==> src/rtl/bin_bcd_serializer.sv <==
// Binary-to-BCD converter with a sequential double-dabble engine and a
// digit-serial output port that emits the most significant digit first.
//
// Handshake rule for both ports: a transfer happens on a rising clock edge
// where valid and ready are both high. in_ready and dig_valid come only from
// registered state. While dig_valid is high and dig_ready is low, dig_out,
// dig_idx and dig_last hold their values.
module bin_bcd_serializer #(
   parameter int BIN_W = 8,
   parameter int NDIG  = 3
) (
   input  logic             clk,
   input  logic             rst,
   input  logic             in_valid,
   output logic             in_ready,
   input  logic [BIN_W-1:0] bin_in,
   output logic             dig_valid,
   input  logic             dig_ready,
   output logic [3:0]       dig_out,
   output logic [1:0]       dig_idx,
   output logic             dig_last
);

   localparam int BCD_W = 4 * NDIG;
   localparam int CW    = $clog2(BIN_W + 1);

   typedef enum logic [1:0] {
      S_IDLE    = 2'd0,
      S_CONVERT = 2'd1,
      S_EMIT    = 2'd2
   } state_t;

   state_t             state_q, state_d;
   logic [BIN_W-1:0]   bin_q,   bin_d;
   logic [BCD_W-1:0]   bcd_q,   bcd_d;
   logic [CW-1:0]      cnt_q,   cnt_d;
   logic [1:0]         ptr_q,   ptr_d;

   logic [BCD_W-1:0]   bcd_adj;
   logic [BCD_W-1:0]   bcd_sh;
   logic [BIN_W-1:0]   bin_sh;
   logic [3:0]         cur_nibble;

   // One double-dabble step: add 3 to each nibble >= 5, then shift {bcd, bin} left.
   always_comb begin
      bcd_adj = bcd_q;
      for (int i = 0; i < NDIG; i++) begin
         if (bcd_q[4*i +: 4] >= 4'd5) begin
            bcd_adj[4*i +: 4] = bcd_q[4*i +: 4] + 4'd3;
         end
      end
      bcd_sh = {bcd_adj[BCD_W-2:0], bin_q[BIN_W-1]};
      bin_sh = {bin_q[BIN_W-2:0], 1'b0};
   end

   // Output decode from registered state; digit fields read zero outside EMIT.
   always_comb begin
      cur_nibble = bcd_q[4*int'(ptr_q) +: 4];
      in_ready   = (state_q == S_IDLE);
      dig_valid  = (state_q == S_EMIT);
      dig_out    = 4'd0;
      dig_idx    = 2'd0;
      dig_last   = 1'b0;
      if (state_q == S_EMIT) begin
         dig_out  = cur_nibble;
         dig_idx  = ptr_q;
         dig_last = (ptr_q == 2'd0);
      end
   end

   // Next-state logic: accept a word, run BIN_W conversion steps, then emit digits.
   always_comb begin
      state_d = state_q;
      bin_d   = bin_q;
      bcd_d   = bcd_q;
      cnt_d   = cnt_q;
      ptr_d   = ptr_q;
      case (state_q)
         S_IDLE: begin
            if (in_valid) begin
               bin_d   = bin_in;
               bcd_d   = '0;
               cnt_d   = CW'(BIN_W);
               state_d = S_CONVERT;
            end
         end
         S_CONVERT: begin
            bin_d = bin_sh;
            bcd_d = bcd_sh;
            cnt_d = cnt_q - 1'b1;
            if (cnt_q == CW'(1)) begin
               ptr_d   = 2'(NDIG - 1);
               state_d = S_EMIT;
            end
         end
         S_EMIT: begin
            if (dig_ready) begin
               if (ptr_q == 2'd0) begin
                  state_d = S_IDLE;
               end else begin
                  ptr_d = ptr_q - 1'b1;
               end
            end
         end
         default: begin
            state_d = S_IDLE;
         end
      endcase
   end

   // State and datapath registers; reset discards any word in progress.
   always_ff @(posedge clk or posedge rst) begin
      if (rst) begin
         state_q <= S_IDLE;
         bin_q   <= '0;
         bcd_q   <= '0;
         cnt_q   <= '0;
         ptr_q   <= '0;
      end else begin
         state_q <= state_d;
         bin_q   <= bin_d;
         bcd_q   <= bcd_d;
         cnt_q   <= cnt_d;
         ptr_q   <= ptr_d;
      end
   end

endmodule
==> config.mk <==
export PLATFORM = sky130hd
export DESIGN_NAME = bin_bcd_serializer
export DESIGN_NICKNAME = d
export VERILOG_FILES = /design/src/rtl/bin_bcd_serializer.sv
export SDC_FILE = /design/constraint.sdc
export NUM_CORES = 1
export LEC_CHECK = 0
export CAP_MARGIN = 20
export CORE_MARGIN = 4
export CORE_UTILIZATION = 40
export CTS_CLUSTER_SIZE = 30
export DETAILED_ROUTE_END_ITERATION = 10
export GPL_ROUTABILITY_DRIVEN = 0
export GPL_TIMING_DRIVEN = 0
export PLACE_DENSITY_LB_ADDON = 0.1
export SYNTH_ARGS = -nofsm -noshare
export SYNTH_HDL_FRONTEND = slang
export SYNTH_SLANG_ARGS = --single-unit
==> constraint.sdc <==
create_clock -name clk -period 1.4 [get_ports clk]
set_input_delay 0.14 -clock clk [delete_from_list [all_inputs] [get_ports clk]]
set_output_delay 0.14 -clock clk [all_outputs]
set_load 0.01 [all_outputs]
-- Word level (Yosys, flattened, before mapping)
Cells that the tools add are included.
- bits in registers: 28
- input port bits: 12
- output and inout bits: 9
- word-level logic and storage cells: 49
- add/sub/neg operators: 5
- $lt $le $gt $ge: 3
- equality and inequality tests: 8
- shifts and indexed selects: 1
- mux-type cells: 20
- reduce and logical (&&, ||, !) cells: 7
- operator list (kind ; count):
    $pmux W12 S2 ; 1
    $mux W4 ; 4
    $pmux W8 S2 ; 1
    $mux W2 ; 7
    $ge A4 B3 Y1 const B ; 3
    $mux W12 ; 1
    $shiftx A12 B5 Y4 ; 1
    $add A4 B2 Y4 const B ; 2
    $mux W8 ; 1
    $pmux W4 S2 ; 1
    $reduce_and A4 Y1 ; 2
    $ne A2 B2 Y1 const B ; 3
    $pmux W2 S3 ; 1
    $eq A4 B1 Y1 const B ; 1
    $logic_not A2 Y1 ; 2
    $ne A2 B1 Y1 const B ; 2
    $pmux W2 S2 ; 1
    $reduce_bool A2 Y1 ; 2
    $sub A4 B1 Y4 const B ; 1
    $add A3 B2 Y3 const B ; 1
    $mux W3 ; 1
    $eq A2 B1 Y1 const B ; 1
    $eq A2 B2 Y1 const B ; 1
    $reduce_and A2 Y1 ; 1
    other kinds (2) ; 2

-- Depth between registers and ports, before layout
Gate-level depths: netlist of the first run.
- word-level depth: 4
- depth in mapped cells: 6
- mapped depth without buffers: 5

-- Worst setup path after synthesis of the first run
Ideal clock, no wire load.
- path type: register to register
- start point: register ptr_q[0]
- end point: register ptr_q[0]
- setup time: 130 ps
- arrival time: 1337 ps
- data required time: 1270 ps
- setup slack: -67 ps
- stages on the path, launching flop included: 7
- path buffers: 1
- clock period less this slack: 1467 ps
- cells stage by stage: dfrtp_1 clkbuf_1 inv_1 ha_1 and4bb_2 nand2b_1 o21ai_0
- word-level cells in the longest chain between the ends: 4
- elaborated cells between the ends (all ways): 7
- those cells by class: 1 x add/sub; 1 x eq/ne; 3 x mux; 2 x reduce/logical
- RTL lines (element ; RTL line ; text):
    start: declaration ; 37 ; logic [1:0] ptr_q, ptr_d;
    start signal: assignment ; 124 ; ptr_q <= ptr_d;
    $sub A2 B1 Y2 ; 101 ; ptr_d = ptr_q - 1'b1;
    $mux W2 ; 98 ; if (ptr_q == 2'd0) begin
    $mux W2 ; 97 ; if (dig_ready) begin
    $pmux W2 S2 ; 78 ; case (state_q)
Several ways; a longest one is shown, not always the timed one. The select of a mux whose other input is x is not followed.
A chain may end at the register's enable or synchronous reset.

-- Final worst setup path of the first run
- start point: register ptr_q[1]
- end point: output dig_out[1]
- word-level cells in the longest chain between the ends: 2
- RTL lines (element ; RTL line ; text):
    $shiftx A12 B5 Y4 ; 58 ; cur_nibble = bcd_q[4*int'(ptr_q) +: 4];
    $mux W4 ; 64 ; if (state_q == S_EMIT) begin
    end: declaration ; 19 ; output logic [3:0] dig_out,
Every way passes these cells.

==> impl_metrics.env, run 1 <==
export IMPL_p_seq_share_pct=28.1
export IMPL_reg2reg_depth=7
export IMPL_grt_setup_unrepaired="yes"
export IMPL_start_util_pct=42.3
export IMPL_period_needed_ps=1590
export IMPL_setup_viol=9
export IMPL_drv_slew=0
export IMPL_drive_above_1_share_pct=37.6
export IMPL_tns_ps=-1010
export IMPL_pwr_share_comb_pct=61.7
export IMPL_cts_htree_levels=1
export IMPL_fill_cells=351
export IMPL_cts_sinks=28
export IMPL_cts_made_buffers=3
export IMPL_clk_pin_slew_ps=100
export IMPL_period_share_pct=113
export IMPL_cap_violations=0
export IMPL_ys_seq_area_share_pct=40.3
export IMPL_overflow=0
export IMPL_grt_max_degree=18
export IMPL_hold_path_class="in2async"
export IMPL_antenna_cells=0
export IMPL_crit_path_cell_trace="buf_6 -> mux2i_2 -> o22ai_2 -> and2_1 -> buf_2"
export IMPL_hpwl_microns=2850
export IMPL_dr_first_iter_drc_count=65
export IMPL_layout_setup_ws_ps=-185
export IMPL_die_w_microns=73.9
export IMPL_cts_hold_buf=0
export IMPL_hold_viol_final=0
export IMPL_required_ps=1260
export IMPL_fp_row_count=23
export IMPL_yosys_warnings=0
export IMPL_antenna_found_initial=0
export IMPL_power_leakage_nw=1.14
export IMPL_fmax_mhz=631
export IMPL_tightestPinTransition_ps=588
export IMPL_layout_nets=251
export IMPL_critPathBufInv=2
export IMPL_fp_dieH_microns=73.9
export IMPL_core_sq_um=4120
export IMPL_swShare_pct=40.0
export IMPL_drc=0
export IMPL_clockBufferDepth=2
export IMPL_syn_num_nets=203
export IMPL_critPathKind="reg2out"
export IMPL_worstSkewPairLatency_ps=290
export IMPL_pwr_share_clk_pct=10.2
export IMPL_arrival_ps=1450
export IMPL_skew_ps=3.56
export IMPL_fin_util_pct=60.4
export IMPL_power_total_mw=5.30
export IMPL_grt_pass1_vias=1530
export IMPL_first_pass_iters=4
export IMPL_syn_area_per_cell_sq_um=9.56
export IMPL_violations="setup timing"
export IMPL_netlist_instances=182
export IMPL_crit_path_max_incr_delay_ps=390
export IMPL_layout_commonest_cell="dfrtp_1"
export IMPL_end_kind="primary output"
export IMPL_cp_max_fo=6
export IMPL_synth_seq_cells=28
export IMPL_io_pins=21
export IMPL_grt_first_pass_wirelength_microns=7320
export IMPL_relSlewSlack_pct=60.8
export IMPL_outcome="finished, violations left"
export IMPL_vias=1562
export IMPL_crit_family="flip-flops"
export IMPL_io_buffers=20
export IMPL_yosysUniqueCellTypes=38
export IMPL_cts_root_buf="clkbuf_8"
export IMPL_ir_worst_vdd_mv=0.710
export IMPL_crit_cells=5
export IMPL_powerDensity_nw_per_um2=2130
export IMPL_cts_tree="built"
export IMPL_synth_area_sq_um=1740
export IMPL_final_cell_mix="dfrtp_1 (26), nand2_1 (21), buf_4 (16), inv_1 (11), clkdlybuf4s50_1 (11)"
export IMPL_slowest_stage="dfrtp_1"
export IMPL_grt_usage_pct=17.1
export IMPL_wire_per_inst_microns=15.9
export IMPL_p_switching_mw=2.12
export IMPL_areaGrowthSynthToFinish_pct=42.9
export IMPL_routed_wl_microns=4430
export IMPL_intPower_mw=3.18
export IMPL_avgViaCountPerCell=5.60
export IMPL_start_kind="flip-flop"
export IMPL_die_area_sq_um=5470
export IMPL_ant_nets=0
cell usage after synthesis, drive strengths merged:
cell | n | area share (%)
dfrtp | 28 | 40
nand2 | 21 | 4.5
inv | 17 | 3.7
o21ai | 11 | 3.2
ha | 9 | 6.5
a21oi | 8 | 2.3
buf | 8 | 3.8
and2 | 7 | 2.5
nand2b | 7 | 2.7
and3b | 6 | 3.0
nor2b | 6 | 2.2
o2111ai | 6 | 3.0
mux2i | 5 | 2.9
o22ai | 5 | 1.8
a32o | 4 | 2.3
nor2 | 4 | 0.86
clkbuf | 3 | 0.72
o211ai | 3 | 1.3
o21a | 3 | 1.3
o221ai | 3 | 1.5
o31ai | 3 | 1.3
and4bb | 2 | 1.4
o32ai | 2 | 1.0
xnor2 | 2 | 1.0
a21o | 1 | 0.43
a221o | 1 | 0.58
a22o | 1 | 0.50
mux2 | 1 | 0.65
nand3b | 1 | 0.43
nor3 | 1 | 0.29
o21ba | 1 | 0.94
o21bai | 1 | 0.65
o31a | 1 | 0.50
logic make-up after synthesis:
family                   count (synthesis)  share of synthesized area [%]
XOR/XNOR                                 2                           1.01
AO/OA/AOI/OAI                           54                           22.6
AND/OR/NAND/NOR                         55                           17.9
multiplexers                             6                           3.53
flip-flops                              28                           40.3
adder cells (fa/ha/maj)                  9                           6.47
buffers and inverters                   28                           8.20
metal layers:
metal	vias to the layer above	routed length, microns	global-route usage (%)
met4	0	68	4.63
met1	777	1920	22.7
li1	740	-	-
met2	38	2240	29.5
met3	7	195	2.03
met5	-	0	0
area by class of cell:
| class | instances | area, sq um | area share, % |
|---|---|---|---|
| plain buffers | 11 | 131 | 5.29 |
| clock buffers | 4 | 55.1 | 2.22 |
| inverters | 17 | 71.3 | 2.87 |
| multi-input cells | 126 | 1050 | 42.4 |
| flip-flops and latches | 28 | 703 | 28.3 |
| well taps | 50 | 62.6 | 2.52 |
| repair buffers | 43 | 408 | 16.4 |
metrics by stage:
| step | instance area, sq um | setup slack [ps] | instances | hold WS [ps] |
|---|---|---|---|---|
| final | 2480 | -185 | 279 | 197 |
| after floorplan | 1740 | 33.1 | 182 | 205 |
| after CTS | 2230 | -134 | 272 | 224 |
| after global placement | 2000 | -274 | 252 | 469 |
| after global routing | 2480 | -226 | 279 | 256 |
| after detailed placement | 2030 | -357 | 253 | 484 |
state kept, by name (all words and copies together) (netlist names):
name	cells
bcd_q	12
ptr_q	2
cnt_q	4
bin_q	8
state_q	2
worst reg2reg max path, stage by stage (launching register included):
cell and delay (ps):
dfrtp_1 410, buf_6 140, buf_4 140, inv_4 50, ha_4 130, buf_6 80, and4bb_2 240, o31a_1 240
worst paths after layout:
| check | startpoint | end | slack [ps] |
|---|---|---|---|
| min in group clk | dig_ready | state_q[1] | 480 |
| min | rst | bcd_q[0] | 200 |
| max reg2reg | ptr_q[1] | ptr_q[1] | -140 |
| max in group asynchronous | rst | state_q[1] | 700 |
| min reg2reg | bin_q[3] | bin_q[3] | 520 |
| max | ptr_q[1] | dig_out[1] | -190 |
power groups by stage:
| stage | sequential [mW] | clock (mW) | combinational, mW |
|---|---|---|---|
| 2_1_floorplan | 1.39 | 0 | 1.68 |
| 3_3_place_gp | 1.46 | 0 | 2.03 |
| 4_1_cts | 1.45 | 0.533 | 2.54 |
| 5_1_grt | 1.53 | 0.580 | 3.62 |
| 6_report | 1.49 | 0.542 | 3.27 |
| 3_5_place_dp | 1.48 | 0 | 2.12 |
what timing repair did:
action | CTS | global route
setup endpoints to repair | 17 | 28
endpoints found under the hold margin | 0 | 0
resized for setup | 60 | 47
pin swaps | 10 | 8
buffers inserted | 13 | 6
cloned | 2 | 2
(Power assumes the default switching activity.)
==> run 2: changes to the inputs <==
--- a/config.mk
+++ b/config.mk
@@ -13,6 +13,7 @@
 export GPL_ROUTABILITY_DRIVEN = 0
 export GPL_TIMING_DRIVEN = 0
 export PLACE_DENSITY_LB_ADDON = 0.1
+export SETUP_SLACK_MARGIN = 0.2
 export SYNTH_ARGS = -nofsm -noshare
 export SYNTH_HDL_FRONTEND = slang
 export SYNTH_SLANG_ARGS = --single-unit
==> constraint.sdc (replaced) <==
create_clock -name clk -period 1.7 [get_ports clk]
set_input_delay 0.17 -clock clk [delete_from_list [all_inputs] [get_ports clk]]
set_output_delay 0.17 -clock clk [all_outputs]
set_load 0.01 [all_outputs]
==> impl_metrics.env, run 2 (synthesis results as in run 1) <==
export IMPL_outcome="complete, no violations"
export IMPL_reg_top3="bcd_q: 12 flops, bin_q: 8 flops, cnt_q: 4 flops"
export IMPL_worstSkewPairLatency_ps=280
export IMPL_io_buffers=20
export IMPL_die_w_microns=73.9
export IMPL_wire_per_inst_microns=15.0
export IMPL_layout_nets=245
export IMPL_crit_path_max_incr_delay_ps=400
export IMPL_cts_root_buf="clkbuf_8"
export IMPL_powerDensity_nw_per_um2=1700
export IMPL_period_share_pct=90.6
export IMPL_grt_setup_unrepaired="yes"
export IMPL_clk_pin_slew_ps=100
export IMPL_drive_above_1_share_pct=25.1
export IMPL_final_cell_mix="dfrtp_1 (27), nand2_1 (21), buf_4 (18), inv_1 (15), clkdlybuf4s50_1 (11)"
export IMPL_io_pins=21
export IMPL_dr_first_iter_drc_count=61
export IMPL_skew_ps=6.87
export IMPL_cts_hold_buf=0
export IMPL_regMostFlops="bcd_q"
export IMPL_hold_path_class="in2async"
export IMPL_end_kind="primary output"
export IMPL_holdWs_ps=233
export IMPL_fp_dieH_microns=73.9
export IMPL_tightestPinTransition_ps=560
export IMPL_grt_usage_pct=16.2
export IMPL_routed_wl_microns=4110
export IMPL_setup_viol=0
export IMPL_relSlewSlack_pct=62.6
export IMPL_cts_tree="built"
export IMPL_start_util_pct=42.3
export IMPL_avgViaCountPerCell=5.43
export IMPL_period_needed_ps=1540
export IMPL_antenna_cells=0
export IMPL_fmax_mhz=649
export IMPL_regToRegSetupSlack_ps=280
export IMPL_ant_nets=0
export IMPL_antenna_found_initial=0
export IMPL_cts_made_buffers=3
export IMPL_vias=1482
export IMPL_first_pass_iters=4
export IMPL_largest_reg_flops=12
export IMPL_layout_commonest_cell="dfrtp_1"
export IMPL_cap_violations=0
export IMPL_drv_slew=0
export IMPL_cts_sinks=28
export IMPL_crit_path_cell_trace="buf_6 -> mux2i_1 -> o22ai_1 -> and2_1 -> clkbuf_2"
export IMPL_fp_row_count=23
export IMPL_grt_pass1_vias=1503
export IMPL_cp_max_fo=6
export IMPL_clockBufferDepth=2
export IMPL_grt_first_pass_wirelength_microns=6980
export IMPL_overflow=0
export IMPL_hpwl_microns=2940
export IMPL_fin_util_pct=55.3
export IMPL_start_kind="flip-flop"
export IMPL_die_area_sq_um=5470
export IMPL_cts_htree_levels=1
export IMPL_core_sq_um=4120
export IMPL_slowest_stage="dfrtp_1"
export IMPL_required_ps=1530
export IMPL_critPathKind="reg2out"
export IMPL_fill_cells=383
export IMPL_hold_viol_final=0
export IMPL_areaGrowthSynthToFinish_pct=30.9
export IMPL_arrival_ps=1370
export IMPL_ir_worst_vdd_mv=0.550
export IMPL_power_leakage_nw=1.08
export IMPL_drc=0
export IMPL_power_total_mw=3.86
export IMPL_grt_max_degree=18
[run 2: per-layer routing]
layer	routed length (microns)	GRT usage [%]
met1	1870	21.2
met2	1990	27.9
met3	189	2.16
met4	51	4.83
met5	0	0
[run 2: layout make-up]
class | count | area [sq um] | area share [%]
clock inverters | 1 | 30.0 | 1.32
flip-flops and latches | 28 | 702 | 30.8
well taps | 50 | 62.6 | 2.75
multi-input cells | 126 | 946 | 41.6
plain buffers | 11 | 110 | 4.84
repair buffers | 37 | 320 | 14.1
inverters | 17 | 63.8 | 2.80
clock buffers | 3 | 41.3 | 1.81
[run 2: report_power, final]
group	leakage, nW	internal, mW	switching, mW	total [mW]
sequential	0.354	0.947	0.250	1.20
combinational	0.687	1.09	1.04	2.13
clock	0.0357	0.316	0.221	0.537
[run 2: stage by stage]
| stage | setup WS (ps) | cells | instance area, sq um | TNS (ps) |
|---|---|---|---|---|
| finish | 159 | 273 | 2280 | 0 |
| global route | 47.0 | 273 | 2280 | 0 |
| CTS | 31.3 | 265 | 2160 | 0 |
| detailed placement | -101 | 253 | 2030 | -602 |
| global placement | -22.3 | 252 | 2000 | -131 |
| floorplan | 233 | 182 | 1740 | 0 |
[run 2: timing repair]
item	4_1_cts	5_1_grt
setup endpoints to repair	12	19
gates resized for setup	42	24
setup buffers	8	8
pin swaps	1	5
cloned	0	0
[run 2: worst paths after layout]
check / from / end / depth (start not counted)
worst max-delay path: ptr_q[1] / dig_out[0] / 5
worst min-delay path: rst / bcd_q[0] / 2
worst max register to register: ptr_q[1] / ptr_q[1] / 5
worst min register to register: bin_q[4] / bin_q[4] / 2
max in group asynchronous: rst / state_q[1] / 3
min in group clk: bin_q[4] / bin_q[4] / 2
[run 2: critical path: cells and delay by family, from the launching register on]
family	cells	cell delay, ps
AO/OA/AOI/OAI	1	170
multiplexers	1	110
AND/OR/NAND/NOR	1	150
flip-flops	1	400
buffers and inverters	2	270
==> run 3: changes to the inputs <==
--- a/config.mk
+++ b/config.mk
@@ -5,6 +5,7 @@
 export SDC_FILE = /design/constraint.sdc
 export NUM_CORES = 1
 export LEC_CHECK = 0
+export ABC_AREA = 1
 export CAP_MARGIN = 20
 export CORE_MARGIN = 4
 export CORE_UTILIZATION = 40
==> impl_metrics.env, run 3 <==
export IMPL_powerDensity_nw_per_um2=1730
export IMPL_syn_num_nets=242
export IMPL_pwr_share_clk_pct=14.9
export IMPL_fmax_mhz=667
export IMPL_clockBufferDepth=2
export IMPL_hold_viol_final=0
export IMPL_reg2reg_depth=8
export IMPL_cts_root_buf="clkbuf_8"
export IMPL_layout_nets=273
export IMPL_overflow=0
export IMPL_fill_cells=394
export IMPL_cp_max_fo=4
export IMPL_crit_path_max_incr_delay_ps=380
export IMPL_synth_compound_area_share_pct=12.0
export IMPL_swShare_pct=43.9
export IMPL_synth_top_family_by_area="simple AND/OR/NAND/NOR gates"
export IMPL_r2r_end="bin_q[3]"
export IMPL_hold_path_class="in2async"
export IMPL_grt_usage_pct=14.3
export IMPL_antenna_found_initial=0
export IMPL_regToRegSetupSlack_ps=350
export IMPL_ys_flop_type="dfrtp_1"
export IMPL_yosys_area_top_type="dfrtp_1"
export IMPL_fp_dieH_microns=71.8
export IMPL_crit_path_cell_trace="inv_2 -> buf_4 -> a21oi_2 -> o21ai_1 -> a21oi_1 -> buf_2"
export IMPL_synth_most_common_cell="nand2_1"
export IMPL_layout_commonest_cell="nand2_1"
export IMPL_ys_async_sr_fraction_pct=100
export IMPL_fin_cells=299
export IMPL_crit_cells=6
export IMPL_muxShareOfSynthArea_pct=0
export IMPL_die_w_microns=71.8
export IMPL_tns_ps=0
export IMPL_synth_top_cell_area_share_pct=43.0
export IMPL_antenna_cells=0
export IMPL_clk_pin_slew_ps=100
export IMPL_drive_above_1_share_pct=14.3
export IMPL_synthTopCellsByArea="dfrtp_1 (43%), nand2_1 (17%), nand3_1 (7.1%), ha_1 (6.9%), o21ai_0 (5.5%)"
export IMPL_first_pass_iters=4
export IMPL_synth_area_sq_um=1630
export IMPL_routed_wl_microns=3430
export IMPL_vias=1454
export IMPL_required_ps=1530
export IMPL_synthSimpleGateAreaFrac_pct=29.9
export IMPL_hpwl_microns=2520
export IMPL_regMostFlops="bcd_q"
export IMPL_core_sq_um=3800
export IMPL_top_usage_layer="met2"
export IMPL_crit_reg2reg_launch="state_q[0]"
export IMPL_cts_sinks=28
export IMPL_power_leakage_nw=1.03
export IMPL_yosysUniqueCellTypes=21
export IMPL_final_cell_mix="nand2_1 (73), dfrtp_1 (27), nand3_1 (23), inv_1 (21), o21ai_0 (14)"
export IMPL_start_util_pct=42.9
export IMPL_period_share_pct=88.2
export IMPL_netlist_top_cells_count="nand2_1 (73), dfrtp_1 (28), inv_1 (23), nand3_1 (23), o21ai_0 (18)"
export IMPL_ys_seq_area_share_pct=43.0
export IMPL_drv_slew=0
export IMPL_met1_usage_pct=18.6
export IMPL_yosys_warnings=0
export IMPL_p_seq_share_pct=33.3
export IMPL_skew_ps=2.90
export IMPL_arrival_ps=1330
export IMPL_netlist_instances=221
export IMPL_yosys_area_share_adder_pct=6.91
export IMPL_regArea_sq_um=702
export IMPL_final_area_sq_um=2040
export IMPL_fp_row_count=22
export IMPL_setup_viol=0
export IMPL_cap_violations=0
export IMPL_pwr_share_comb_pct=51.8
export IMPL_io_buffers=20
export IMPL_cts_hold_buf=0
export IMPL_reg_top3="bcd_q: 12 flops, bin_q: 8 flops, cnt_q: 4 flops"
export IMPL_synth_edf_count=0
export IMPL_syn_area_per_cell_sq_um=7.38
export IMPL_end_kind="primary output"
export IMPL_worstSkewPairLatency_ps=280
export IMPL_intPower_mw=1.98
export IMPL_power_total_mw=3.53
export IMPL_start_kind="flip-flop"
export IMPL_p_switching_mw=1.55
export IMPL_drc=0
export IMPL_met2_usage_pct=23.9
export IMPL_critPathKind="reg2out"
export IMPL_outcome="complete, no violations"
export IMPL_grt_max_degree=23
export IMPL_wire_per_inst_microns=11.5
export IMPL_grt_first_pass_wirelength_microns=6030
export IMPL_grt_setup_unrepaired="yes"
export IMPL_die_area_sq_um=5160
export IMPL_grtUsageMet3_pct=3.37
export IMPL_period_needed_ps=1500
export IMPL_crit_family="flip-flops"
export IMPL_avgViaCountPerCell=4.86
export IMPL_synthXorXnorAreaFrac_pct=0
export IMPL_grt_pass1_vias=1400
export IMPL_io_pins=21
export IMPL_dp_cells=290
export IMPL_cts_made_buffers=3
export IMPL_placed_cell_area_sq_um=1920
export IMPL_critPathBufInv=3
export IMPL_multi_input_area_sq_um=822
export IMPL_synth_seq_cells=28
export IMPL_largest_reg_flops=12
export IMPL_relSlewSlack_pct=77.9
export IMPL_areaGrowthSynthToFinish_pct=25.4
export IMPL_dr_first_iter_drc_count=41
export IMPL_cts_tree="built"
export IMPL_tightestPinTransition_ps=331
export IMPL_cts_htree_levels=1
export IMPL_ir_worst_vdd_mv=0.820
export IMPL_ant_nets=0
export IMPL_slowest_stage="dfrtp_1"
-- run 3: changes by cell type after synthesis, sizes merged, moves of 6 or more --
cell	change
and3b	-6
nand2b	-7
nand3	+23
o2111ai	-6
nand2	+55
o21ai	+7
nor2b	-6
and2	-7
nor2	+11
inv	+10
-- run 3: cell families after synthesis --
| family | Yosys count |
|---|---|
| simple gates | 115 |
| flops | 28 |
| compound gates | 37 |
| buf+inv | 32 |
| fa+ha+maj | 9 |
-- run 3: area by class of cell --
cell class | count | area share [%]
plain buffers | 5 | 2.26
clock buffers | 3 | 2.02
clock inverters | 1 | 1.47
inverters | 27 | 5.08
multi-input cells | 161 | 40.2
flip-flops and latches | 28 | 34.3
well taps | 48 | 2.94
repair buffers | 26 | 11.7
-- run 3: how the worst max path moves through the flow --
stage | start | endpoint | slack, ps
floorplan | ptr_q[1] | ptr_q[1] | 360
global route | ptr_q[0] | dig_out[2] | 100
global placement | ptr_q[0] | dig_out[2] | -70
detailed placement | ptr_q[0] | dig_out[2] | -40
finish | ptr_q[0] | dig_out[1] | 200
CTS | ptr_q[0] | dig_out[2] | 50
-- run 3: per-layer routing --
metal / wire length, microns / vias up
li1: - / 771
met1: 1700 / 660
met2: 1530 / 19
met3: 159 / 4
met4: 37 / 0
met5: 0 / -
-- run 3: repair_timing --
| action | CTS | global route |
|---|---|---|
| setup endpoints to repair | 11 | 15 |
| cloned | 0 | 1 |
| gates resized for setup | 29 | 15 |
| pin swaps | 0 | 4 |
| buffers inserted | 3 | 1 |
-- run 3: through the flow --
| stage | util [%] | hold WS, ps | setup WS [ps] |
|---|---|---|---|
| 6_report | 53.8 | 131 | 200 |
| 5_1_grt | 53.8 | 136 | 97.5 |
| 4_1_cts | 52.8 | 132 | 45.6 |
| 3_5_place_dp | 50.5 | 444 | -41.3 |
| 3_3_place_gp | 49.8 | 457 | -65.5 |
| 2_1_floorplan | - | 235 | 362 |
-- run 3: power by group through the flow --
stage / clock network, mW / registers (mW) / logic, mW
floorplan: 0 / 1.14 / 1.29
global placement: 0 / 1.19 / 1.70
detailed placement: 0 / 1.19 / 1.73
CTS: 0.545 / 1.17 / 1.79
global route: 0.566 / 1.22 / 2.14
finish: 0.528 / 1.18 / 1.83
